[config.mk]
export PLATFORM = sky130hd
export DESIGN_NAME = axi_sram_read_arbiter
export DESIGN_NICKNAME = d
export VERILOG_FILES = /design/src/rtl/axi_sram_read_arbiter.sv
export SDC_FILE = /design/constraint.sdc
export NUM_CORES = 1
export LEC_CHECK = 0
export CELL_PAD_IN_SITES_DETAIL_PLACEMENT = 0
export CELL_PAD_IN_SITES_GLOBAL_PLACEMENT = 1
export CORE_MARGIN = 1.5
export CORE_UTILIZATION = 10
export DETAILED_ROUTE_END_ITERATION = 8
export GPL_TIMING_DRIVEN = 0
export PLACE_DENSITY = 0.8
export SLEW_MARGIN = 0
export SYNTH_ARGS = -nofsm -noshare
export SYNTH_HDL_FRONTEND = slang
export SYNTH_SLANG_ARGS = --single-unit
[constraint.sdc]
create_clock -name ACLK -period 2.6 [get_ports ACLK]
set_input_delay 0.26 -clock ACLK [delete_from_list [all_inputs] [get_ports ACLK]]
set_output_delay 0.26 -clock ACLK [all_outputs]
set_load 0.1 [all_outputs]
[src/rtl/axi_sram_read_arbiter.sv]
// Two-master round-robin AXI read arbiter in front of a single SRAM slave (AR/R only).
// Define ARB_TIMEOUT_EN to add the R-channel watchdog that returns a synthetic SLVERR beat.
module axi_sram_read_arbiter #(
  parameter int unsigned TIMEOUT = 255
) (
  input  logic        ACLK,
  input  logic        ARESETn,
  // master 0 (instruction fetch)
  input  logic [3:0]  ARID_M0,
  input  logic [31:0] ARADDR_M0,
  input  logic [3:0]  ARLEN_M0,
  input  logic [2:0]  ARSIZE_M0,
  input  logic [1:0]  ARBURST_M0,
  input  logic        ARVALID_M0,
  output logic        ARREADY_M0,
  output logic [3:0]  RID_M0,
  output logic [31:0] RDATA_M0,
  output logic [1:0]  RRESP_M0,
  output logic        RLAST_M0,
  output logic        RVALID_M0,
  input  logic        RREADY_M0,
  // master 1 (data load)
  input  logic [3:0]  ARID_M1,
  input  logic [31:0] ARADDR_M1,
  input  logic [3:0]  ARLEN_M1,
  input  logic [2:0]  ARSIZE_M1,
  input  logic [1:0]  ARBURST_M1,
  input  logic        ARVALID_M1,
  output logic        ARREADY_M1,
  output logic [3:0]  RID_M1,
  output logic [31:0] RDATA_M1,
  output logic [1:0]  RRESP_M1,
  output logic        RLAST_M1,
  output logic        RVALID_M1,
  input  logic        RREADY_M1,
  // slave
  output logic [7:0]  ARID_S,
  output logic [31:0] ARADDR_S,
  output logic [3:0]  ARLEN_S,
  output logic [2:0]  ARSIZE_S,
  output logic [1:0]  ARBURST_S,
  output logic        ARVALID_S,
  input  logic        ARREADY_S,
  input  logic [7:0]  RID_S,
  input  logic [31:0] RDATA_S,
  input  logic [1:0]  RRESP_S,
  input  logic        RLAST_S,
  input  logic        RVALID_S,
  output logic        RREADY_S
);

  typedef enum logic [1:0] {
    ST_IDLE = 2'b00,
    ST_ADDR = 2'b01,
    ST_DATA = 2'b10
  } state_e;

  state_e      state_q, state_d;
  logic        grant_q, grant_d;   // 0 = M0, 1 = M1
  logic        prio_q, prio_d;

  logic        in_addr_s;
  logic        in_data_s;
  logic [3:0]  arid_g_s;
  logic [31:0] araddr_g_s;
  logic [3:0]  arlen_g_s;
  logic [2:0]  arsize_g_s;
  logic [1:0]  arburst_g_s;
  logic        arvalid_g_s;
  logic        rready_g_s;
  logic        ar_hs_s;
  logic        r_hs_s;
  logic        to_hit_s;
  logic        unused_s;

  logic [3:0]  r_id_s;
  logic [31:0] r_data_s;
  logic [1:0]  r_resp_s;
  logic        r_last_s;
  logic        r_valid_s;

  assign in_addr_s = (state_q == ST_ADDR);
  assign in_data_s = (state_q == ST_DATA);

  // Select the granted master's request and response-ready signals.
  always_comb begin
    if (grant_q) begin
      arid_g_s    = ARID_M1;
      araddr_g_s  = ARADDR_M1;
      arlen_g_s   = ARLEN_M1;
      arsize_g_s  = ARSIZE_M1;
      arburst_g_s = ARBURST_M1;
      arvalid_g_s = ARVALID_M1;
      rready_g_s  = RREADY_M1;
    end else begin
      arid_g_s    = ARID_M0;
      araddr_g_s  = ARADDR_M0;
      arlen_g_s   = ARLEN_M0;
      arsize_g_s  = ARSIZE_M0;
      arburst_g_s = ARBURST_M0;
      arvalid_g_s = ARVALID_M0;
      rready_g_s  = RREADY_M0;
    end
  end

  assign ar_hs_s = in_addr_s & arvalid_g_s & ARREADY_S;
  assign r_hs_s  = in_data_s & RVALID_S & RREADY_S;

`ifdef ARB_TIMEOUT_EN
  logic [7:0] to_cnt_q, to_cnt_d;
  logic [3:0] rid_lat_q, rid_lat_d;

  // The watchdog owns the R channel once the count reaches TIMEOUT.
  assign to_hit_s = in_data_s & (to_cnt_q == 8'(TIMEOUT));
  assign unused_s = ^RID_S[7:4];

  // Watchdog count and master ID captured at AR acceptance.
  always_comb begin
    to_cnt_d  = 8'd0;
    rid_lat_d = rid_lat_q;
    if (ar_hs_s) begin
      rid_lat_d = arid_g_s;
    end else begin
      rid_lat_d = rid_lat_q;
    end
    if (in_data_s && (state_d == ST_DATA)) begin
      if (r_hs_s) begin
        to_cnt_d = 8'd0;
      end else if (to_hit_s) begin
        to_cnt_d = to_cnt_q;
      end else begin
        to_cnt_d = to_cnt_q + 8'd1;
      end
    end else begin
      to_cnt_d = 8'd0;
    end
  end

  // Response source: slave pass-through or synthetic SLVERR last beat.
  always_comb begin
    if (to_hit_s) begin
      r_id_s    = rid_lat_q;
      r_data_s  = 32'h0000_0000;
      r_resp_s  = 2'b10;
      r_last_s  = 1'b1;
      r_valid_s = 1'b1;
    end else begin
      r_id_s    = RID_S[3:0];
      r_data_s  = RDATA_S;
      r_resp_s  = RRESP_S;
      r_last_s  = RLAST_S;
      r_valid_s = RVALID_S;
    end
  end
`else
  assign to_hit_s = 1'b0;
  assign unused_s = ^{RID_S[7:4], (TIMEOUT == 32'd0)};

  // Response source: slave pass-through only.
  always_comb begin
    r_id_s    = RID_S[3:0];
    r_data_s  = RDATA_S;
    r_resp_s  = RRESP_S;
    r_last_s  = RLAST_S;
    r_valid_s = RVALID_S;
  end
`endif

  // Arbitration FSM next state; the grant only changes while idle.
  always_comb begin
    state_d = state_q;
    grant_d = grant_q;
    prio_d  = prio_q;
    case (state_q)
      ST_IDLE: begin
        if (ARVALID_M0 && ARVALID_M1) begin
          grant_d = prio_q;
          state_d = ST_ADDR;
        end else if (ARVALID_M0) begin
          grant_d = 1'b0;
          state_d = ST_ADDR;
        end else if (ARVALID_M1) begin
          grant_d = 1'b1;
          state_d = ST_ADDR;
        end else begin
          state_d = ST_IDLE;
        end
      end
      ST_ADDR: begin
        if (ar_hs_s) begin
          state_d = ST_DATA;
        end else begin
          state_d = ST_ADDR;
        end
      end
      ST_DATA: begin
        if ((r_hs_s && RLAST_S) || (to_hit_s && rready_g_s)) begin
          state_d = ST_IDLE;
          prio_d  = ~grant_q;
        end else begin
          state_d = ST_DATA;
        end
      end
      default: begin
        state_d = ST_IDLE;
      end
    endcase
  end

  // All arbiter state; reset leaves M0 granted and preferred.
  always_ff @(posedge ACLK or negedge ARESETn) begin
    if (!ARESETn) begin
      state_q   <= ST_IDLE;
      grant_q   <= 1'b0;
      prio_q    <= 1'b0;
`ifdef ARB_TIMEOUT_EN
      to_cnt_q  <= 8'd0;
      rid_lat_q <= 4'h0;
`endif
    end else begin
      state_q   <= state_d;
      grant_q   <= grant_d;
      prio_q    <= prio_d;
`ifdef ARB_TIMEOUT_EN
      to_cnt_q  <= to_cnt_d;
      rid_lat_q <= rid_lat_d;
`endif
    end
  end

  // Slave AR side carries the tagged ID so responses can be traced to a master.
  assign ARVALID_S  = in_addr_s & arvalid_g_s;
  assign ARID_S     = in_addr_s ? {(grant_q ? 4'h2 : 4'h1), arid_g_s} : 8'h00;
  assign ARADDR_S   = in_addr_s ? araddr_g_s  : 32'h0000_0000;
  assign ARLEN_S    = in_addr_s ? arlen_g_s   : 4'h0;
  assign ARSIZE_S   = in_addr_s ? arsize_g_s  : 3'b000;
  assign ARBURST_S  = in_addr_s ? arburst_g_s : 2'b00;
  assign ARREADY_M0 = in_addr_s & ~grant_q & ARREADY_S;
  assign ARREADY_M1 = in_addr_s &  grant_q & ARREADY_S;

  assign RREADY_S   = in_data_s & ~to_hit_s & rready_g_s;

  assign RVALID_M0  = in_data_s & ~grant_q & r_valid_s;
  assign RID_M0     = (in_data_s & ~grant_q) ? r_id_s   : 4'h0;
  assign RDATA_M0   = (in_data_s & ~grant_q) ? r_data_s : 32'h0000_0000;
  assign RRESP_M0   = (in_data_s & ~grant_q) ? r_resp_s : 2'b00;
  assign RLAST_M0   = in_data_s & ~grant_q & r_last_s;

  assign RVALID_M1  = in_data_s & grant_q & r_valid_s;
  assign RID_M1     = (in_data_s & grant_q) ? r_id_s   : 4'h0;
  assign RDATA_M1   = (in_data_s & grant_q) ? r_data_s : 32'h0000_0000;
  assign RRESP_M1   = (in_data_s & grant_q) ? r_resp_s : 2'b00;
  assign RLAST_M1   = in_data_s & grant_q & r_last_s;

endmodule

==> results of run 1 <==
-- state kept, by name (all words and copies together), names as in the netlist --
signal,count
prio_q,1
grant_q,1
state_q,2
-- per-layer routing --
layer  track usage  part of all wire  up-vias
met2         0.199              0.53      168
li1              -                 -     1163
met1        0.0943              0.33     1031
met4        0.0171                 0        0
met5             0                 0        -
met3        0.0296              0.14        0
-- synthesized netlist by cell type, drive strengths merged --
cell	number	share of area
nor3	2	0.0078
a22o	46	0.31
buf	13	0.082
dfrtp	4	0.078
nor2b	1	0.0068
clkbuf	8	0.023
nand3	1	0.0039
o21ai	1	0.0039
a32o	1	0.0078
mux2	1	0.0088
nand2	3	0.0088
nand2b	1	0.0049
mux2i	2	0.016
nor2	4	0.012
a311oi	1	0.0068
conb	1	0.0029
and3	2	0.0097
inv	2	0.0058
and2	82	0.40
-- area by class of cell --
type / count / area [µm²]
fill: 1361 / 8660
multi-input combinational: 150 / 1050
tap: 172 / 215
inverter: 2 / 7.51
timing repair buffer: 267 / 2320
clock buffer: 3 / 75.1
buffer: 21 / 138
sequential: 4 / 100
-- worst max path at each step --
stage                              start           end  slack, ns
floorplan           state_q[0]$_DFF_PN0_  ARADDR_S[28]       0.26
global placement    state_q[0]$_DFF_PN0_  RDATA_M0[20]      -0.49
finish              state_q[0]$_DFF_PN0_     ARVALID_S       0.13
CTS                 state_q[0]$_DFF_PN0_  ARBURST_S[0]      0.005
detailed placement  state_q[0]$_DFF_PN0_  RDATA_M0[20]      -0.47
global route        state_q[0]$_DFF_PN0_     ARVALID_S     0.0005
-- worst max-delay path, delay by kind of cell, from the launching register on --
kind                   cells  cell delay (ns)
AND/OR/NAND/NOR            2             0.42
AO/OA/AOI/OAI              1             0.14
buffers and inverters      2             1.03
flip-flops                 1             0.39
-- stage by stage --
step           setup TNS [ns]  hold WS [ns]
3_5_place_dp           -31.00         0.480
6_report                    0         0.244
4_1_cts                     0         0.249
2_1_floorplan               0       -0.0356
3_3_place_gp           -30.72         0.478
5_1_grt                     0         0.265
-- cell families after synthesis --
logic type      Yosys count  share of synthesized area
flops                     4                     0.0778
buf+inv                  23                      0.111
mux                       3                     0.0243
compound gates           49                      0.332
other cells               1                    0.00292
simple gates             96                      0.452
==> summary.txt, run 1 <==
Critical path
  • Setup CP Type: reg2out
  • Slowest CP cell: clkdlybuf4s15_1
  • Required time worst endpoint: 2.34 ns
  • CP Launch Type: flop
  • Critical Path Fanout Max: 10
  • Origin of the critical flop-to-flop path: grant_q$_DFFE_PN0P_
  • Worst reg2reg path depth: 3
  • Crit. End Element: output pin
  • Worst r2r dst: state_q[0]$_DFF_PN0_
  • Worst EP arrival: 2.21 ns
  • Critical Path, Cell by Cell: nor2b_2 > and2_1 > buf_4 > a22o_1 > clkdlybuf4s15_1
  • Reg2Reg Setup Slack: 1.35 ns
  • Delay of the slowest cell on the worst path: 0.83 ns

Timing
  • Worst Tran Pin Value: 0.978 ns
  • Max-slew headroom: 0.346
  • Max Slew Vio Count: 0
  • Fmax: 405 MHz
  • Setup slack after layout: 0.133 ns
  • Crit share post-route: 0.949
  • RSZ-0062 raised after global routing: no
  • # setup viols final: 0
  • Hold Vio Cnt, Final: 0
  • Time the worst path needs with I/O delays and setup: 2.47 ns
  • Clk_skew: 0.000337 ns

Layout
  • Most frequent cells in the layout: 139 x clkdlybuf4s50_1, 82 x and2_1, 71 x buf_2, 46 x a22o_1, 31 x clkdlybuf4s15_2
  • Most common cell after layout, fill and taps aside: clkdlybuf4s50_1
  • Area growth, synth to finish: 204%
  • Nets: 590
  • # diodes: 0
  • Share of post-route cells with drive strength above 1: 0.315
  • Post-layout util: 0.311
  • Non-Filler Cell Area, Final: 3900 µm²
  • Final Instance Count excl. Fillers: 619

Placement
  • # port buffers: 267
  • Pre-CTS setup slack: -0.470 ns
  • Placed Cells: 616
  • Dpl cell area: 4180 µm²
  • Post-DP HPWL: 6680 µm
  • GPL Wtd Cong: 0.771

Routing
  • Vias/cell: 3.82
  • WL final: 7660 µm
  • Detailed Route Iter0 Violations: 31
  • Vias: 2362
  • Residual DRC count: 0
  • Pre-antenna DRT Iters: 4
  • DRT antenna net count: 0
  • DR WL/cell: 12.4 µm

Outcome
  • Status: completed

CTS
  • Clock Tree Root: clkbuf_16
  • Clk buf depth: 2
  • Clock sinks: 4
  • CTS tree: done
  • Gates resized, CTS repair: 368
  • CTS Hold Buffers Added: 0
  • Number of post-CTS setup repair buffers: 0
  • Worst-path clk slew: 0.03 ns
  • H-Tree Depth: 1
  • Num CTS Buffers: 3
  • Skew-Pair Late Insertion Delay: 0.22 ns

GRT
  • Initial antenna violation count: 0
  • GRT overflow: 0
  • Vias in the first global route: 2207
  • Pin count of the biggest net entering global routing: 11
  • First-pass GRT wire length: 10400 µm
  • GRT Overall Usage: 0.0967

Die
  • Die height: 116 µm
  • Ports: 274
  • Die area: 13600 µm²
  • Rows: 41
  • Total core area: 12600 µm²
  • Initial core utilization: 0.102
  • Die W: 116 µm

Logic synthesis
  • Synth warnings: 0
  • Syn Area/Cell: 7.31 µm²
  • Post-Synthesis Cells: 176
  • #FFs+latches synth: 4
  • Sequential-to-total area share from yosys stat: 0.0778
  • Mapped Area: 1290 µm²
  • Unique cell type count in the Yosys netlist: 22

Worst hold path
  • HP Class: in2async

Flow run
  • MaxCap Viol Count: 0
Power of run 1 is left out: the tool's default activity adds up to more than one toggle a clock period on the data nets, which glitch-free logic cannot reach.
==> inputs of run 2 (changes only) <==
==> constraint.sdc (replaced) <==
create_clock -name ACLK -period 2.6 [get_ports ACLK]
set_input_delay 0.26 -clock ACLK [delete_from_list [all_inputs] [get_ports ACLK]]
set_output_delay 0.26 -clock ACLK [all_outputs]
set_load 0.05 [all_outputs]
==> run 2 against run 1 <==
  * Routed wire length is 0.60% lower
  * Die area stayed put
  * First-iteration DRC count is 13% lower
  * Worst hold slack hardly changed
  * Worst setup slack better by 0.015 ns
  * Clock-buffer cell count stayed put
  * Via count is 0.17% lower
  * Non-clock buffer count stayed put
  * Register-to-register slack hardly changed
  * Sequential cell count stayed put
  * Critical path depth stayed put
  * Critical endpoint is now ARID_S[1]
  * Largest cell class unchanged
==> summary.txt, run 2 (synthesized netlist as in run 1, its figures left out) <==
Outcome
  • Status: completed (unchanged)

Routing
  • Vias/cell: 3.81 (was 3.82)
  • WL met3: 1070 µm (about the same)
  • DR WL/cell: 12.3 µm (was 12.4 µm)
  • DRT antenna net count: 0 (unchanged)
  • Met1 WL: 2550 µm (was 2530 µm)
  • Pre-antenna DRT Iters: 4 (unchanged)
  • Top routing layer in use: met4 (was met3)
  • Vias: 2358 (was 2362)
  • Residual DRC count: 0 (unchanged)
  • DR WL met2: 3960 µm (was 4060 µm)
  • Detailed Route Iter0 Violations: 27 (was 31)
  • WL final: 7610 µm (was 7660 µm)

Placement
  • GPL Wtd Cong: 0.771 (unchanged)
  • # port buffers: 267 (unchanged)
  • Pre-CTS setup slack: -0.139 ns (was -0.470 ns)
  • Post-DP HPWL: 6680 µm (unchanged)

Critical path
  • Critical Path, Cell by Cell: nor2b_2 > and2_1 > buf_4 > a22o_1 > clkdlybuf4s50_1 (was nor2b_2 > and2_1 > buf_4 > a22o_1 > clkdlybuf4s15_1)
  • CP delay by family, top: buffers and inverters (unchanged)
  • Worst EP arrival: 2.19 ns (was 2.21 ns)
  • CP Launch Type: flop (unchanged)
  • Required time worst endpoint: 2.34 ns (about the same)
  • Setup CP Type: reg2out (unchanged)
  • Delay of the slowest cell on the worst path: 0.81 ns (was 0.83 ns)
  • Crit. End Element: output pin (unchanged)
  • Slowest CP cell: clkdlybuf4s50_1 (was clkdlybuf4s15_1)
  • Worst path bufs/invs: 2 (unchanged)
  • Critical Path Fanout Max: 10 (unchanged)

Timing
  • # setup viols final: 0 (unchanged)
  • Hold Vio Cnt, Final: 0 (unchanged)
  • Clk_skew: 0.000177 ns (was 0.000337 ns)
  • Worst Tran Pin Value: 0.533 ns (was 0.978 ns)
  • Fmax: 408 MHz (was 405 MHz)
  • RSZ-0062 raised after global routing: no (unchanged)
  • Crit share post-route: 0.943 (was 0.949)
  • Time the worst path needs with I/O delays and setup: 2.45 ns (was 2.47 ns)
  • Setup slack after layout: 0.148 ns (was 0.133 ns)
  • Max-slew headroom: 0.644 (was 0.346)
  • Max Slew Vio Count: 0 (unchanged)

Layout
  • Largest registers: state_q x2, grant_q x1, prio_q x1 (unchanged)
  • Largest register FFs: 2 (unchanged)
  • Fillers: 1342 (was 1361)
  • Nets: 590 (unchanged)
  • Share of post-route cells with drive strength above 1: 0.0805 (was 0.315)
  • Post-layout util: 0.326 (was 0.311)
  • Most common cell after layout, fill and taps aside: clkdlybuf4s50_1 (unchanged)
  • Most frequent cells in the layout: 148 x clkdlybuf4s50_1, 96 x dlygate4sd2_1, 82 x and2_1, 46 x a22o_1, 16 x clkbuf_2 (was 139 x clkdlybuf4s50_1, 82 x and2_1, 71 x buf_2, 46 x a22o_1, 31 x clkdlybuf4s15_2)
  • Area growth, synth to finish: 218% (was 204%)
  • Most flop-heavy register: state_q (unchanged)
  • # diodes: 0 (unchanged)

Power
  • Power Density: 1070 nW/µm²
  • Static Leakage: 2.20 nW
  • Clock power share: 0.054
  • P_sw: 2.77 mW
  • VDD IR max: 0.276 mV
  • P_int: 1.60 mW
  • Combinational power share: 0.921
  • Sequential share of power: 0.026
  • Sw frac: 0.634

GRT
  • Vias in the first global route: 2208 (was 2207)
  • First-pass GRT wire length: 10400 µm (about the same)
  • Initial antenna violation count: 0 (unchanged)
  • GRT overflow: 0 (unchanged)
  • GRT Overall Usage: 0.0964 (was 0.0967)
  • Pin count of the biggest net entering global routing: 11 (unchanged)

CTS
  • H-Tree Depth: 1 (unchanged)
  • Clock Tree Root: clkbuf_16 (unchanged)
  • CTS tree: done (unchanged)
  • Clk buf depth: 2 (unchanged)
  • Num CTS Buffers: 3 (unchanged)
  • Skew-Pair Late Insertion Delay: 0.22 ns (about the same)
  • Clock sinks: 4 (unchanged)
  • Number of post-CTS setup repair buffers: 0 (unchanged)
  • Worst-path clk slew: 0.03 ns (about the same)

Die
  • Total core area: 12600 µm² (unchanged)
  • Rows: 41 (unchanged)
  • Initial core utilization: 0.102 (unchanged)
  • Die area: 13600 µm² (unchanged)
  • Ports: 274 (unchanged)
  • Die height: 116 µm (unchanged)
  • Die W: 116 µm (unchanged)

Worst hold path
  • HP Class: in2async (unchanged)

Flow run
  • MaxCap Viol Count: 0 (unchanged)
run 2: cell types whose count changed in the layout (fill, tap and decap cells not counted):
cell | before | now
nor2_2 | 1 | 2
dlygate4sd2_1 | 2 | 96
nor2_1 | 3 | 2
clkdlybuf4s18_2 | 11 | 0
clkdlybuf4s15_1 | 6 | 0
clkdlybuf4s50_1 | 139 | 148
dlymetal6s2s_1 | 0 | 9
clkdlybuf4s15_2 | 31 | 0
clkbuf_2 | 12 | 16
buf_2 | 71 | 3
run 2: through the flow:
step	hold slack, ns	power, mW	cell area, µm²	TNS (ns)	instances
finish	0.244	4.37	4090	0	619
global route	0.265	4.58	4090	0	619
CTS	0.249	4.44	4120	0	619
detailed placement	0.480	4.46	4180	-1.61	616
global placement	0.478	4.45	4180	-1.44	616
floorplan	-0.0356	3.00	1290	0	177
run 2: worst paths after layout:
kind | from | end | slack [ns] | cells after the start
worst max-delay path | state_q[0]$_DFF_PN0_ | ARID_S[1] | 0.15 | 5
worst min-delay path | ARESETn | state_q[1]$_DFF_PN0_ | 0.24 | 1
worst max register to register | state_q[0]$_DFF_PN0_ | prio_q$_DFFE_PN0P_ | 1.34 | 3
worst min register to register | state_q[1]$_DFF_PN0_ | state_q[0]$_DFF_PN0_ | 0.50 | 1
max in group asynchronous | ARESETn | prio_q$_DFFE_PN0P_ | 2.19 | 1
min in group ACLK | state_q[1]$_DFF_PN0_ | state_q[0]$_DFF_PN0_ | 0.50 | 1
run 2: cell type report:
type	instances	area, µm²	area share
clock buffers	3	75.1	0.0183
inverters	2	7.51	0.00183
flip-flops and latches	4	100	0.0245
well taps	172	215	0.0526
repair buffers	267	2500	0.612
plain buffers	21	138	0.0336
multi-input cells	150	1050	0.257
run 2: repair_timing:
| item | in CTS | in global routing |
|---|---|---|
| setup endpoints to repair | 110 | 79 |
| pin swaps | 0 | 0 |
| hold buffers | 0 | 0 |
| gates resized for setup | 112 | 39 |
run 2: per-layer routing:
layer,track usage,vias to the layer above
met2,0.197,166
met1,0.0955,1028
met4,0.0171,0
met3,0.0291,2
met5,0,-
li1,-,1162
run 2: power by group through the flow:
stage	Clock, mW	Combinational [mW]	Sequential (mW)
5_1_grt	0.243	4.22	0.118
6_report	0.235	4.02	0.112
3_5_place_dp	0	4.35	0.112
4_1_cts	0.238	4.09	0.112
2_1_floorplan	0	2.90	0.108
3_3_place_gp	0	4.34	0.111
Note: power is estimated with default switching activity, not from simulation.
==> inputs of run 3 (changes only) <==
--- a/config.mk
+++ b/config.mk
@@ -12,7 +12,6 @@
 export DETAILED_ROUTE_END_ITERATION = 8
 export GPL_TIMING_DRIVEN = 0
 export PLACE_DENSITY = 0.8
-export SLEW_MARGIN = 0
 export SYNTH_ARGS = -nofsm -noshare
 export SYNTH_HDL_FRONTEND = slang
 export SYNTH_SLANG_ARGS = --single-unit
==> results of run 3 <==
Final layout, timing and power as in run 2 (identical DEF).
